## config.mk

```make
export PLATFORM = sky130hd
export DESIGN_NAME = rsa_modexp
export DESIGN_NICKNAME = d
export VERILOG_FILES = /design/src/rtl/rsa_modexp.sv
export SDC_FILE = /design/constraint.sdc
export NUM_CORES = 1
export LEC_CHECK = 0
export BUFFER_PORTS_ARGS = -buffer_cell sky130_fd_sc_hd__buf_2
export CORE_MARGIN = 4
export CORE_UTILIZATION = 55
export CTS_CLUSTER_DIAMETER = 80
export DETAILED_ROUTE_END_ITERATION = 8
export PLACE_DENSITY = 0.85
export SYNTH_ARGS = -nofsm -noshare
export SYNTH_HDL_FRONTEND = slang
export SYNTH_SLANG_ARGS = --single-unit
```

## constraint.sdc

```tcl
create_clock -name clk -period 6.09 [get_ports clk]
set_input_delay 0.609 -clock clk [delete_from_list [all_inputs] [get_ports clk]]
set_output_delay 0.609 -clock clk [all_outputs]
set_load 0.005 [all_outputs]
```

## src/rtl/rsa_modexp.sv

```systemverilog
// Montgomery square-and-multiply modular exponentiator, C = M^E mod P, one bit-serial MonPro at a time.
// Latency (3 + WIDTH + popcount(E)) * (WIDTH+1) enabled cycles; stop_cmd aborts at once, start_cmd ignored while running.
module rsa_modexp #(
   parameter int WIDTH = 8
) (
   input  logic             clk,
   input  logic             rst,
   input  logic             ena,
   input  logic             start_cmd,
   input  logic             stop_cmd,
   input  logic [WIDTH-1:0] p,
   input  logic [WIDTH-1:0] e,
   input  logic [WIDTH-1:0] m,
   input  logic [WIDTH-1:0] r2const,
   output logic [WIDTH-1:0] c,
   output logic             eoc,
   output logic             busy
);
   localparam int CW = $clog2(WIDTH + 1);
   localparam int BW = (WIDTH > 1) ? $clog2(WIDTH) : 1;
   localparam logic [CW-1:0]    CYC_LAST = CW'(WIDTH);
   localparam logic [BW-1:0]    BIT_TOP  = BW'(WIDTH - 1);
   localparam logic [WIDTH-1:0] ONE      = {{(WIDTH-1){1'b0}}, 1'b1};

   typedef enum logic [2:0] {S_IDLE, S_MBAR, S_XBAR, S_SQR, S_MUL, S_FINAL} state_t;

   state_t           state;
   logic [CW-1:0]    cyc;
   logic [BW-1:0]    bitcnt;
   logic [WIDTH-1:0] p_r, e_r, m_r, r2_r, mbar, x;
   logic [WIDTH+1:0] t;

   logic [WIDTH-1:0] opa, opb, t_red;
   logic [WIDTH+1:0] p_ext, t_add, t_odd;
   logic             a_bit, e_bit;

   // Operand pair for the MonPro of the current state
   always_comb begin
      opa = '0;
      opb = '0;
      case (state)
         S_MBAR:  begin opa = m_r;  opb = r2_r; end
         S_XBAR:  begin opa = ONE;  opb = r2_r; end
         S_SQR:   begin opa = x;    opb = x;    end
         S_MUL:   begin opa = mbar; opb = x;    end
         S_FINAL: begin opa = x;    opb = ONE;  end
         default: ;
      endcase
   end

   assign a_bit = 1'(opa >> cyc);
   assign e_bit = 1'(e_r >> bitcnt);
   assign p_ext = {2'b00, p_r};
   assign t_add = a_bit ? t + {2'b00, opb} : t;
   assign t_odd = t_add[0] ? t_add + p_ext : t_add;
   assign t_red = (t >= p_ext) ? WIDTH'(t - p_ext) : WIDTH'(t);

   always_ff @(posedge clk or posedge rst) begin
      if (rst) begin
         state  <= S_IDLE;
         cyc    <= '0;
         bitcnt <= '0;
         p_r    <= '0;
         e_r    <= '0;
         m_r    <= '0;
         r2_r   <= '0;
         mbar   <= '0;
         x      <= '0;
         t      <= '0;
         c      <= '0;
         eoc    <= 1'b0;
         busy   <= 1'b0;
      end else if (ena) begin
         eoc <= 1'b0;
         if (state == S_IDLE) begin
            if (start_cmd && !stop_cmd) begin
               p_r   <= p;
               e_r   <= e;
               m_r   <= m;
               r2_r  <= r2const;
               t     <= '0;
               cyc   <= '0;
               state <= S_MBAR;
            end
         end else if (stop_cmd) begin
            state <= S_IDLE;
            busy  <= 1'b0;
            cyc   <= '0;
            t     <= '0;
         end else begin
            busy <= 1'b1;
            if (cyc != CYC_LAST) begin
               t   <= t_odd >> 1;
               cyc <= cyc + 1'b1;
            end else begin
               // Correction cycle: store the reduced product and pick the next operation
               t   <= '0;
               cyc <= '0;
               case (state)
                  S_MBAR: begin
                     mbar  <= t_red;
                     state <= S_XBAR;
                  end
                  S_XBAR: begin
                     x      <= t_red;
                     bitcnt <= BIT_TOP;
                     state  <= S_SQR;
                  end
                  S_SQR: begin
                     x <= t_red;
                     if (e_bit)
                        state <= S_MUL;
                     else if (bitcnt == '0)
                        state <= S_FINAL;
                     else
                        bitcnt <= bitcnt - 1'b1;
                  end
                  S_MUL: begin
                     x <= t_red;
                     if (bitcnt == '0) begin
                        state <= S_FINAL;
                     end else begin
                        bitcnt <= bitcnt - 1'b1;
                        state  <= S_SQR;
                     end
                  end
                  S_FINAL: begin
                     c     <= t_red;
                     eoc   <= 1'b1;
                     busy  <= 1'b0;
                     state <= S_IDLE;
                  end
                  default: state <= S_IDLE;
               endcase
            end
         end
      end
   end
endmodule

```

# After elaboration in Yosys (flattened, before gate mapping)
# Index checks and enable logic that the tools add are counted.
# totals
register_bits	78
inputBits	37
out_inout_bits	10
word_cells	82
# op_classes
n_addsub	5
order_cmp	1
n_eq_ne	10
shifts	2
mux	31
n_bitwise	3
n_reduce_logical	17
# op_table
cell	count
$mux 10	4
$pmux 8 s4	1
$mux 3	9
$pmux 8 s3	1
$add 10x8->10	2
$mux 9	2
$mux 4	4
$reduce_and 5->1	3
$pmux 3 s4	1
$ge 10x8->1	1
$pmux 3 s3	1
$mux 8	1
$shr 8x3->1	1
$shr 8x4->1	1
$sub 8x8->8	1
$mux 1	7
$eq 3x2->1 const B	2
$eq 3x3->1 const B	2
$logic_not 3->1	2
$reduce_and 6->1	1
$reduce_or 2->1	3
$ne 5x5->1 const B	1
$add 4x1->4 const B	1
$ne 4x4->1 const B	1
13 further kinds	16

# Logic depth before layout (Yosys ltp)
# Gate-level depths: netlist of run 1.
# depth
word_depth	10
depth_mapped	22
depth_no_buf	19

# Least setup slack after synthesis of run 1
# Ideal clock, no wire load.
# synth_path
path_kind	reg-to-reg
from	register state[0]
to	register t[7]
setup_time_ns	0.134
arrival_ns	4.120
path_slack_ns	1.837
stages_incl_launch_ff	22
path_buffers	3
path_cell_list	dfrtp_1 > buf_2 > buf_6 > clkbuf_1 > xor2_1 > a22oi_1 > o21a_1 > inv_1 > ha_1 > a211oi_1 > nor2_1 > o31ai_1 > a21bo_2 > o21ai_0 > ha_1 > a21oi_1 > o21ai_0 > a21o_1 > a21oi_1 > nor2_1 > xnor2_1 > o21ai_0
# synth_via
elab_chain_len	10
elab_cells_between_ends	21
cone_classes	add/sub: 2; eq/ne: 6; shift: 1; mux: 7; reduce/logical: 5
# synth_rtl
element	line	source
start: declaration	27	state_t state;
start signal: assignment	60	state <= S_IDLE;
start signal: assignment	83	state <= S_MBAR;
start signal: assignment	86	state <= S_IDLE;
$eq 3x3->1, or another cell as far along	41	case (state)
$reduce_or 2->1 (no line)	--	
$pmux 8 s3 / $pmux 8 s4 (equally long branches)	41	
$add 10x8->10 / $shr 8x4->1 (equally long branches)	54, 51	
$mux 10	54	assign t_add = a_bit ? t + {2'b00, opb} : t;
$add 10x8->10	55	assign t_odd = t_add[0] ? t_add + p_ext : t_add;
$mux 10	55	
$mux 9	92	if (cyc != CYC_LAST) begin
$mux 9	85	end else if (stop_cmd) begin
$mux 10	75	if (state == S_IDLE) begin
end signal: assignment	93	t <= t_odd >> 1;
end: declaration	31	logic [WIDTH+1:0] t;
# Several ways; a longest one is shown, not always the timed one.
# A chain may end at the register's enable or synchronous reset.

# Worst setup path in the final report of run 1
# layout_path
from	register state[2]
to	register t[7]
# Same word-level chain as after synthesis.

==> results.txt, run 1 <==
The flow ran to the end, and the final reports show no timing, DRC or antenna violations. Across the VDD grid, the largest voltage drop is 0.0002318 V. The number of antenna violations at the first check in global routing is 0. The actual slew at the worst max-slew pin works out to 0.9824 ns. The clock period minus worst slack was 5.014 ns; the wire length of the first global-routing pass was 21.55 mm. The run gives 0 as the setup-violating endpoint count in the final report.

The detail-routed via count per cell is 6.317. The total vias in the final route came out at 4447. Once the clock tree was built, the setup fixing pass inserted 0 buffers. The worst endpoint required time came out at 6.33 ns. Data arrives at the worst endpoint at 5.25 ns. The via count of the first global-routing pass was 4300.

The finished cells cover 5617 sq um. The cell type with the highest occurrence count on the critical path is sky130_fd_sc_hd__o21ai_0. The Yosys step of the flow raised 0 warnings.

The min-delay analysis places its worst path in the category in -> reg. In this run the horizontal extent of the chip is 104.6 um. After synthesis, the share of flip-flops with an asynchronous set or reset is 100.0%. The run gives 627 as the number of nets in the synthesized netlist. Compared with the post-synthesis result, the final layout area differs by 9.381%. Counting every instance in the synthesized netlist gives 559.

In this run, CTS created clock tree buffers numbering 9. Clock skew: 0.01722 ns. In the final timing run, aggregate negative setup slack is 0 ns. For the leakage component of the power, the log shows 2.551 nW. Port buffering added 46 buffers.

The H-tree was split into 3 levels. After the first detailed-routing iteration, the DRC count stood at 477. In this run the tightest slew margin relative to its limit is 34.50%.

The tools report the clock root buffer as sky130_fd_sc_hd__clkbuf_8. The tools report the clock insertion delay at the later pin of the skew report as 0.37 ns. Startpoint type of the worst setup path: a flop. The maximum fanout encountered on the critical timing path is 33, and the register bit total from synthesis is 77.

On the worst path, the slowest cell contributes a delay of 1.00 ns. The tools report the critical path capture point type as a flop. The core region is 8891 sq um. The number of hold buffers added after CTS was 0.

The tools report the placed wire-length estimate after detailed placement as 9.861 mm. For this run, the leading register cell type out of synthesis is sky130_fd_sc_hd__dfrtp_1. The first detailed-routing pass took 5 iterations. After clock tree synthesis, the clock-pin slew on the worst setup and hold paths is 0.10 ns.

The tool flagged a number of max-cap violations equal to 0. The number of endpoints with negative hold slack in the final report is 0, and the power density over the cells is 521.2 nW/um^2. The die height was 104.6 um.

The fill cell total of the finished layout was 702. After floorplanning, the core was divided into 34 placement rows. Setup repair after global routing left no endpoint under its margin. The worst setup path is of the reg -> reg kind. Derived from the worst setup path, the maximum achievable clock frequency is 199.4 MHz.

TritonCTS built the clock tree. The remaining routing DRC violations is 0. A synthesized cell averages 9.186 sq um. For the count of cell types in the netlist, the log shows 72.

Entering global routing, the biggest net connects 78 pins. Wires add up to 13.19 mm. The multi-input combinational cells in the finished layout cover a total of 2942 sq um. During I/O placement, the number of pins put on the boundary was 47. The max-slew violation count was 0; the area taken by flip-flops and latches was 1927 sq um.

The slowest stage of the critical path belongs to the cell sky130_fd_sc_hd__dfrtp_1. The portion of the clock cycle consumed by the worst path in the final layout came out at 82.33%. In this run the deepest clock path goes through 2 buffers.

The kind of cell with the highest combined delay along the critical path is compound AO/OA/AOI/OAI gates. Clock tree synthesis found a total of 77 sinks. The logs give 5376 sq um for the post-place instance area and 0 for the count of nets left with antenna violations after detail routing. The critical path goes through and2b_4, and2_1, nand2_1, o21a_1, inv_1, ha_1, a211oi_1, nor2_1, o31ai_1, a21bo_2, o21ai_0, ha_1, a21oi_1, o21ai_0, a21o_1, a21oi_1, nor2_1, xnor2_1, o21ai_0. The number of antenna diodes in the final layout is 0.

Cells with a size suffix above 1 make up 18.79% of the layout. For this run, the total global-route usage over all layers was measured as 24.40%. At the end of routability-driven placement, the weighted congestion stood at 0.9604.

Total buffers and inverters traversed by the critical path: 1. Counting flops with a built-in enable in the synthesized netlist gives 0. The register area share after synthesis was 37.52%. For this run the aggregate overflow at the end of global routing stands at 0. The net count of the finished layout is 659. Gates resized during post-CTS repair numbered 0. The routed length per instance came out at 18.74 um. Once the floorplan was initialized, standard cells occupied 57.75% of the core.

The die covers 10950 sq um. The cell area after synthesis was 5135 sq um.
final timing paths:
kind	slack, ns	cells past startpoint	to	startpoint
max in group asynchronous	4.93	3	r2_r[4]$_DFFE_PP0P_	rst
max reg2reg	1.08	19	t[7]$_DFFE_PP0P_	state[2]$_DFFE_PP0P_
min in group asynchronous	0.52	3	m_r[3]$_DFFE_PP0P_	rst
max	1.08	19	t[7]$_DFFE_PP0P_	state[2]$_DFFE_PP0P_
min reg2reg	0.50	1	eoc$_DFFE_PP0P_	eoc$_DFFE_PP0P_
min	0.44	3	p_r[4]$_DFFE_PP0P_	p[4]
area by class of cell:
class	instances	area share, %
multi-input combinational	423	52.37
sequential	77	34.31
timing repair buffer	50	4.634
tap	108	2.406
clock buffer	9	2.205
clock inverter	7	2.072
inverter	30	2.005
registers in the layout (all words and copies together), names as in the netlist:
signal,cells
t,9
c,8
e_r,8
m_r,8
mbar,8
p_r,8
r2_r,8
x,8
cyc,4
bitcnt,3
state,3
busy,1
eoc,1
through the flow:
stage	hold slack (ns)	setup slack (ns)	utilization [%]	power [mW]	std cells
after CTS	0.4366	1.150	63.17	2.895	704
after global placement	0.4629	1.422	60.47	2.363	688
after global routing	0.4489	0.6896	63.17	3.144	704
after floorplan	0.4413	1.837	-	2.075	559
final	0.4422	1.076	63.17	2.927	704
after detailed placement	0.4782	1.174	60.47	2.421	688
kinds of logic (layout without fill, tap and decap cells):
logic type	count (synthesis)	count (layout)	share of synthesized area, %
xor gates and xnor gates	12	12	2.193
DFF	77	77	37.52
adders and majority gates	32	32	8.187
muxes	40	40	9.089
buffers and inverters	59	96	5.312
and+or+nand+nor	163	163	15.64
AOI/OAI and AO/OA	176	176	22.05
power by group:
part | internal, mW | switching, mW | leakage (nW)
logic | 0.663 | 0.930 | 1.43
registers | 0.655 | 0.212 | 1.00
clock network | 0.242 | 0.226 | 0.121
cell usage after synthesis (7+ instances only):
master,count,area (sq um)
sky130_fd_sc_hd__a22oi_1,7,52.55
sky130_fd_sc_hd__nor2_1,46,172.7
sky130_fd_sc_hd__nand2_1,53,198.9
sky130_fd_sc_hd__o21ai_0,52,260.3
sky130_fd_sc_hd__ha_1,28,350.3
sky130_fd_sc_hd__a31oi_1,8,50.05
sky130_fd_sc_hd__nand3b_1,9,67.56
sky130_fd_sc_hd__dfrtp_1,77,1927
sky130_fd_sc_hd__inv_1,30,112.6
sky130_fd_sc_hd__nand3_1,12,60.06
sky130_fd_sc_hd__mux2i_1,7,70.07
sky130_fd_sc_hd__a21oi_1,45,225.2
sky130_fd_sc_hd__clkbuf_1,16,60.06
sky130_fd_sc_hd__mux2_2,30,337.8
sky130_fd_sc_hd__o31ai_1,7,52.55
tightest hold or removal path: cells and delay by family:
kind                   cells  cell delay, ns
AOI/OAI and AO/OA          1            0.06
buffers and inverters      1            0.07
and+or+nand+nor            1            0.03
cell usage in the layout (no fill, tap or decap), types with 7 or more instances in the layout:
master                     synthesis  routed
sky130_fd_sc_hd__a21oi_1          45      45
sky130_fd_sc_hd__o31ai_1           7       7
sky130_fd_sc_hd__clkbuf_8          0       9
sky130_fd_sc_hd__nand3_1          12      12
sky130_fd_sc_hd__o21ai_0          52      52
sky130_fd_sc_hd__a22oi_1           7       7
sky130_fd_sc_hd__nand3b_1          9       9
sky130_fd_sc_hd__inv_1            30      29
sky130_fd_sc_hd__mux2i_1           7       7
sky130_fd_sc_hd__nor2_1           46      46
sky130_fd_sc_hd__ha_1             28      28
sky130_fd_sc_hd__buf_2             5      46
sky130_fd_sc_hd__a31oi_1           8       8
sky130_fd_sc_hd__dfrtp_1          77      77
sky130_fd_sc_hd__nand2_1          53      53
sky130_fd_sc_hd__mux2_2           30      30
layer usage:
| metal | up-vias | part of all wire, % | global-route usage [%] |
|---|---|---|---|
| met5 | - | 0 | 0 |
| met4 | 0 | 4.3 | 11.53 |
| met3 | 43 | 8.4 | 4.562 |
| met2 | 206 | 45 | 36.35 |
| met1 | 2117 | 43 | 34.51 |
| li1 | 2081 | - | - |
Power figures use the tool's default switching activity.
==> run 2: changes to the inputs <==
--- a/config.mk
+++ b/config.mk
@@ -5,6 +5,7 @@
 export SDC_FILE = /design/constraint.sdc
 export NUM_CORES = 1
 export LEC_CHECK = 0
+export ABC_AREA = 1
 export BUFFER_PORTS_ARGS = -buffer_cell sky130_fd_sc_hd__buf_2
 export CORE_MARGIN = 4
 export CORE_UTILIZATION = 55
==> constraint.sdc (replaced) <==
create_clock -name clk -period 4.8 [get_ports clk]
set_input_delay 0.48 -clock clk [delete_from_list [all_inputs] [get_ports clk]]
set_output_delay 0.48 -clock clk [all_outputs]
set_load 0.005 [all_outputs]
==> run 2 against run 1 <==
Effect of this change:
- sequential share of layout area increased by 1.7 points
- utilization increased by 0.94 points
- flip-flop and latch count unchanged
- highest routed layer unchanged
==> results.txt, run 2 <==
The depth of the worst register-to-register path is 23 (+4), and the number of nets in the synthesized netlist is 694 (+11%). The flow ran to the end, and the final reports show no timing, DRC or antenna violations. The antenna cell count is 0 (unchanged), and the clock period minus worst slack is 4.278 ns (-0.7361 ns). The total congestion overflow after global routing came out at 0 (unchanged).

The number of flops mapped to enable cells by yosys is 0 (unchanged), and the number of I/O port buffers is 46 (unchanged). The utilization after layout is 64.12% (+0.94 points). Die footprint: 10300 sq um (-5.9%).

The pre-CTS setup slack is 0.3072 ns (-0.8669 ns). For the setup-violating endpoint count in the final report, the log shows 0 (unchanged). The logs give 47 (unchanged) for the I/O pin total and 40.10% (+2.6 points) for the register area share after synthesis. The fraction of layout instances using a drive strength above 1 works out to 15.07% (-3.7 points). The average cell area after synthesis was 7.675 sq um (-16%); the maximum fanout encountered on the critical timing path was 11 (-67%). The root buffer cell chosen for the clock tree is sky130_fd_sc_hd__clkbuf_8. The routed length per instance was 16.08 um (-14%).

The clock transition at the registers of the reported paths came out at 0.10 ns (about the same). The logs give 4392 (+2.1%) for the via count of the first global-routing pass and 2.684 nW (+5.2%) for the leakage component of the power. t holds more flip-flops than any other register. TritonCTS built the clock tree. Placed wire-length estimate after detailed placement: 9.572 mm (-2.9%). The area growth from synthesis to final layout came out at 11.30%. The maximum number of pins on one net before global-route repair is 53 (-32%), and the total iterations of the first detailed-routing run is 5 (unchanged).

The routed length on met3 came out at 1.016 mm (-8.4%). Ranked by total cell area, the synthesized netlist is headed by sky130_fd_sc_hd__dfrtp_1 40%, sky130_fd_sc_hd__nand2_1 13%, sky130_fd_sc_hd__o21ai_0 7.9%. The met1 wire length was 5.441 mm (-3.2%); the die width was 101.5 um (-3.0%). For the clock skew, the log shows 0.01526 ns (-0.001958 ns). Leaving out fill and tap cells, the most frequent cell in the layout is sky130_fd_sc_hd__nand2_1. The worst hold slack after final layout is 0.1899 ns (-0.2522 ns).

The most area-hungry cell type in the Yosys netlist was sky130_fd_sc_hd__dfrtp_1. The setup path with the least slack is of type reg -> reg. The logs give 37 (-49%) for the count of cell types in the netlist and 8341 sq um (-6.2%) for the core region area.

The proportion of synthesized area in mux cells was 2.812% (-6.3 points). The startpoint type of the worst setup path was a flop. The power density over the cells is 609.7 nW/um^2 (+17%), and the register bit total from synthesis is 77 (unchanged). After synthesis, the largest family of logic cells by area is simple AND/OR/NAND/NOR gates. The logs give 0 (unchanged) for the number of setup buffers added after CTS and 4474 (+0.61%) for the total vias in the final route.

The initial core utilization is 57.61% (-0.15 points), and the synthesized-area fraction occupied by xor and xnor cells is 1.823% (-0.37 points). The die height was 101.5 um (-3.0%). Max-slew violation count: 0 (unchanged).

The setup TNS after final layout came out at 0 ns (unchanged). The number of flip-flops in the largest register was 9 (unchanged); the fill cell total of the finished layout was 719 (+2.4%). The total of max-cap violations was 0 (unchanged). The tools report the maximum operating frequency as 233.8 MHz (+17%).

The worst-case setup margin in the final layout is 0.5219 ns (-0.5539 ns), and the global-route usage over all layers is 25.72% (+1.3 points). The yosys synthesis warning count was 0 (unchanged); the count of hold-fix buffers inserted at cts was 0 (unchanged). The maximum vdd ir drop was 0.0003352 V (+45%). The logs give 626 (+12%) for the synthesized netlist cell count and 0.9726 (+1.3%) for the global placer's final weighted congestion.

Portion of the clock cycle consumed by the worst path in the final layout: 89.13% (+6.8 points). Setup repair after global routing left no endpoint under its margin. For the endpoint arrival time on the critical path, the log shows 4.58 ns (-0.67 ns). The post-synthesis adder-cell area fraction came out at 8.542% (+0.35 points).

Number of buffers on the longest clock path: 2 (unchanged). STA classifies the critical path endpoint as a flop. The run gives 782 (+11%) as the number of non-filler instances in the completed layout. Worst endpoint required time: 5.10 ns (-1.23 ns). Clock insertion delay at the later pin of the skew report: 0.37 ns (about the same). The class of the most critical hold timing path is in -> async. Ranked by instance count, the synthesized netlist is headed by 165 x sky130_fd_sc_hd__nand2_1, 77 x sky130_fd_sc_hd__dfrtp_1, 77 x sky130_fd_sc_hd__inv_1.

The library cells used most frequently in the layout, excluding fill and tap cells, are 165 x sky130_fd_sc_hd__nand2_1, 76 x sky130_fd_sc_hd__inv_1, 76 x sky130_fd_sc_hd__o21ai_0, 76 x sky130_fd_sc_hd__dfrtp_1, 46 x sky130_fd_sc_hd__buf_2. The run gives 28.35% (-6.2 points) as the tightest slew margin relative to the limit. The number of instances in the placed design came out at 766 (+11%).

The count of instances resized after the clock tree is built was 0 (unchanged); the number of clock sinks seen by CTS was 77 (unchanged). The uppermost layer routed was met4. The run gives 740 (+12%) as the number of nets at the end of the flow. For the number of antenna violations at the first check in global routing, the log shows 0 (unchanged).

The remaining routing DRC violations was 0 (unchanged). The async set-reset flop share out of synthesis was 100.0% (unchanged). The met2 wire length was 5.861 mm (-0.56%); the cell area after synthesis was 4805 sq um (-6.4%).

The violation count after the first detailed-routing iteration is 300 (-37%), and the number of endpoints with negative hold slack in the final report is 0 (unchanged). Fraction of the mapped netlist area in simple logic gates: 24.09% (+8.4 points). The floorplan row count was 33 (-2.9%); the post-synthesis compound-gate area fraction was 15.08% (-7.0 points). In the post-synthesis netlist, the cell with the most instances is sky130_fd_sc_hd__nand2_1. The top cell type's share of synthesized area was 40.10% (+2.6 points); the CTS buffer count was 9 (unchanged).

The actual slew at the worst max-slew pin was 1.072 ns (+0.08982 ns). The H-tree depth was 3 (unchanged); the wire length of the first global-routing pass was 20.67 mm (-4.1%). The flip-flop cell with the highest count after synthesis is sky130_fd_sc_hd__dfrtp_1.

The total wire length after detailed routing is 12.58 mm (-4.7%), and the count of nets left with antenna violations after detail routing is 0 (unchanged). The detail-routed via count per cell works out to 5.721 (-9.4%).
## run 2: final cells by class
| cell class | count | area [sq um] | share of cell area (%) |
|---|---|---|---|
| Timing Repair Buffer | 48 | 245.2 | 4.586 |
| Sequential cell | 77 | 1928 | 36.06 |
| Multi-Input combinational cell | 454 | 2525 | 47.22 |
| Tap cell | 105 | 131.4 | 2.457 |
| Inverter | 82 | 307.8 | 5.756 |
| Clock buffer | 9 | 123.9 | 2.316 |
| Clock inverter | 7 | 86.33 | 1.614 |
## run 2: worst max-delay path, cell delays in order, from the launching register on
cell	delay, ns
sky130_fd_sc_hd__dfrtp_2	0.50
sky130_fd_sc_hd__inv_1	0.17
sky130_fd_sc_hd__nand3_1	0.21
sky130_fd_sc_hd__nand2_1	0.15
sky130_fd_sc_hd__inv_1	0.14
sky130_fd_sc_hd__o22ai_1	0.29
sky130_fd_sc_hd__inv_1	0.10
sky130_fd_sc_hd__fa_1	0.44
sky130_fd_sc_hd__o21ai_0	0.39
sky130_fd_sc_hd__a21oi_1	0.13
sky130_fd_sc_hd__o21bai_1	0.16
sky130_fd_sc_hd__or2_2	0.13
sky130_fd_sc_hd__nand3_1	0.07
sky130_fd_sc_hd__o21ai_0	0.15
sky130_fd_sc_hd__ha_1	0.35
sky130_fd_sc_hd__a21oi_1	0.25
sky130_fd_sc_hd__nor2_1	0.06
sky130_fd_sc_hd__o211ai_1	0.16
sky130_fd_sc_hd__nand2_1	0.09
sky130_fd_sc_hd__nand2_1	0.06
sky130_fd_sc_hd__nand2_1	0.05
sky130_fd_sc_hd__nand2_1	0.05
sky130_fd_sc_hd__nand2_1	0.04
sky130_fd_sc_hd__nand2_1	0.07
## run 2: cell families after synthesis
kind of cell | count (synthesis)
compound gates | 132
xor+xnor | 10
fa+ha+maj | 31
buf+inv | 95
flops | 77
mux | 12
simple gates | 269
## run 2: path summary, 6_finish.rpt
kind	start	to	slack, ns
worst max-delay path	state[2]$_DFFE_PP0P_	t[8]$_DFFE_PP0P_	0.52
worst min-delay path	rst	e_r[0]$_DFFE_PP0P_	0.19
worst max register to register	state[2]$_DFFE_PP0P_	t[8]$_DFFE_PP0P_	0.52
worst min register to register	c[6]$_DFFE_PP0P_	c[6]$_DFFE_PP0P_	0.49
max in group asynchronous	rst	r2_r[6]$_DFFE_PP0P_	3.53
min in group clk	p[6]	p_r[6]$_DFFE_PP0P_	0.31
## run 2: report_power, final
| group | internal, mW | total, mW | leakage [nW] | switching, mW |
|---|---|---|---|---|
| clock network | 0.253 | 0.535 | 0.105 | 0.281 |
| registers | 0.825 | 0.973 | 0.963 | 0.148 |
| logic | 0.618 | 1.75 | 1.62 | 1.13 |
| total | 1.70 | 3.26 | 2.68 | 1.56 |
## run 2: stage by stage
step | power [mW] | instance area, sq um
3_3_place_gp | 2.615 | 5134
6_report | 3.260 | 5348
3_5_place_dp | 2.696 | 5134
2_1_floorplan | 2.250 | 4805
4_1_cts | 3.238 | 5344
5_1_grt | 3.531 | 5348
## run 2: routing by layer
layer	up-vias	track usage, %
met2	198	41.20
met4	0	9.100
met1	2094	34.55
met5	-	0
met3	28	5.579
li1	2154	-
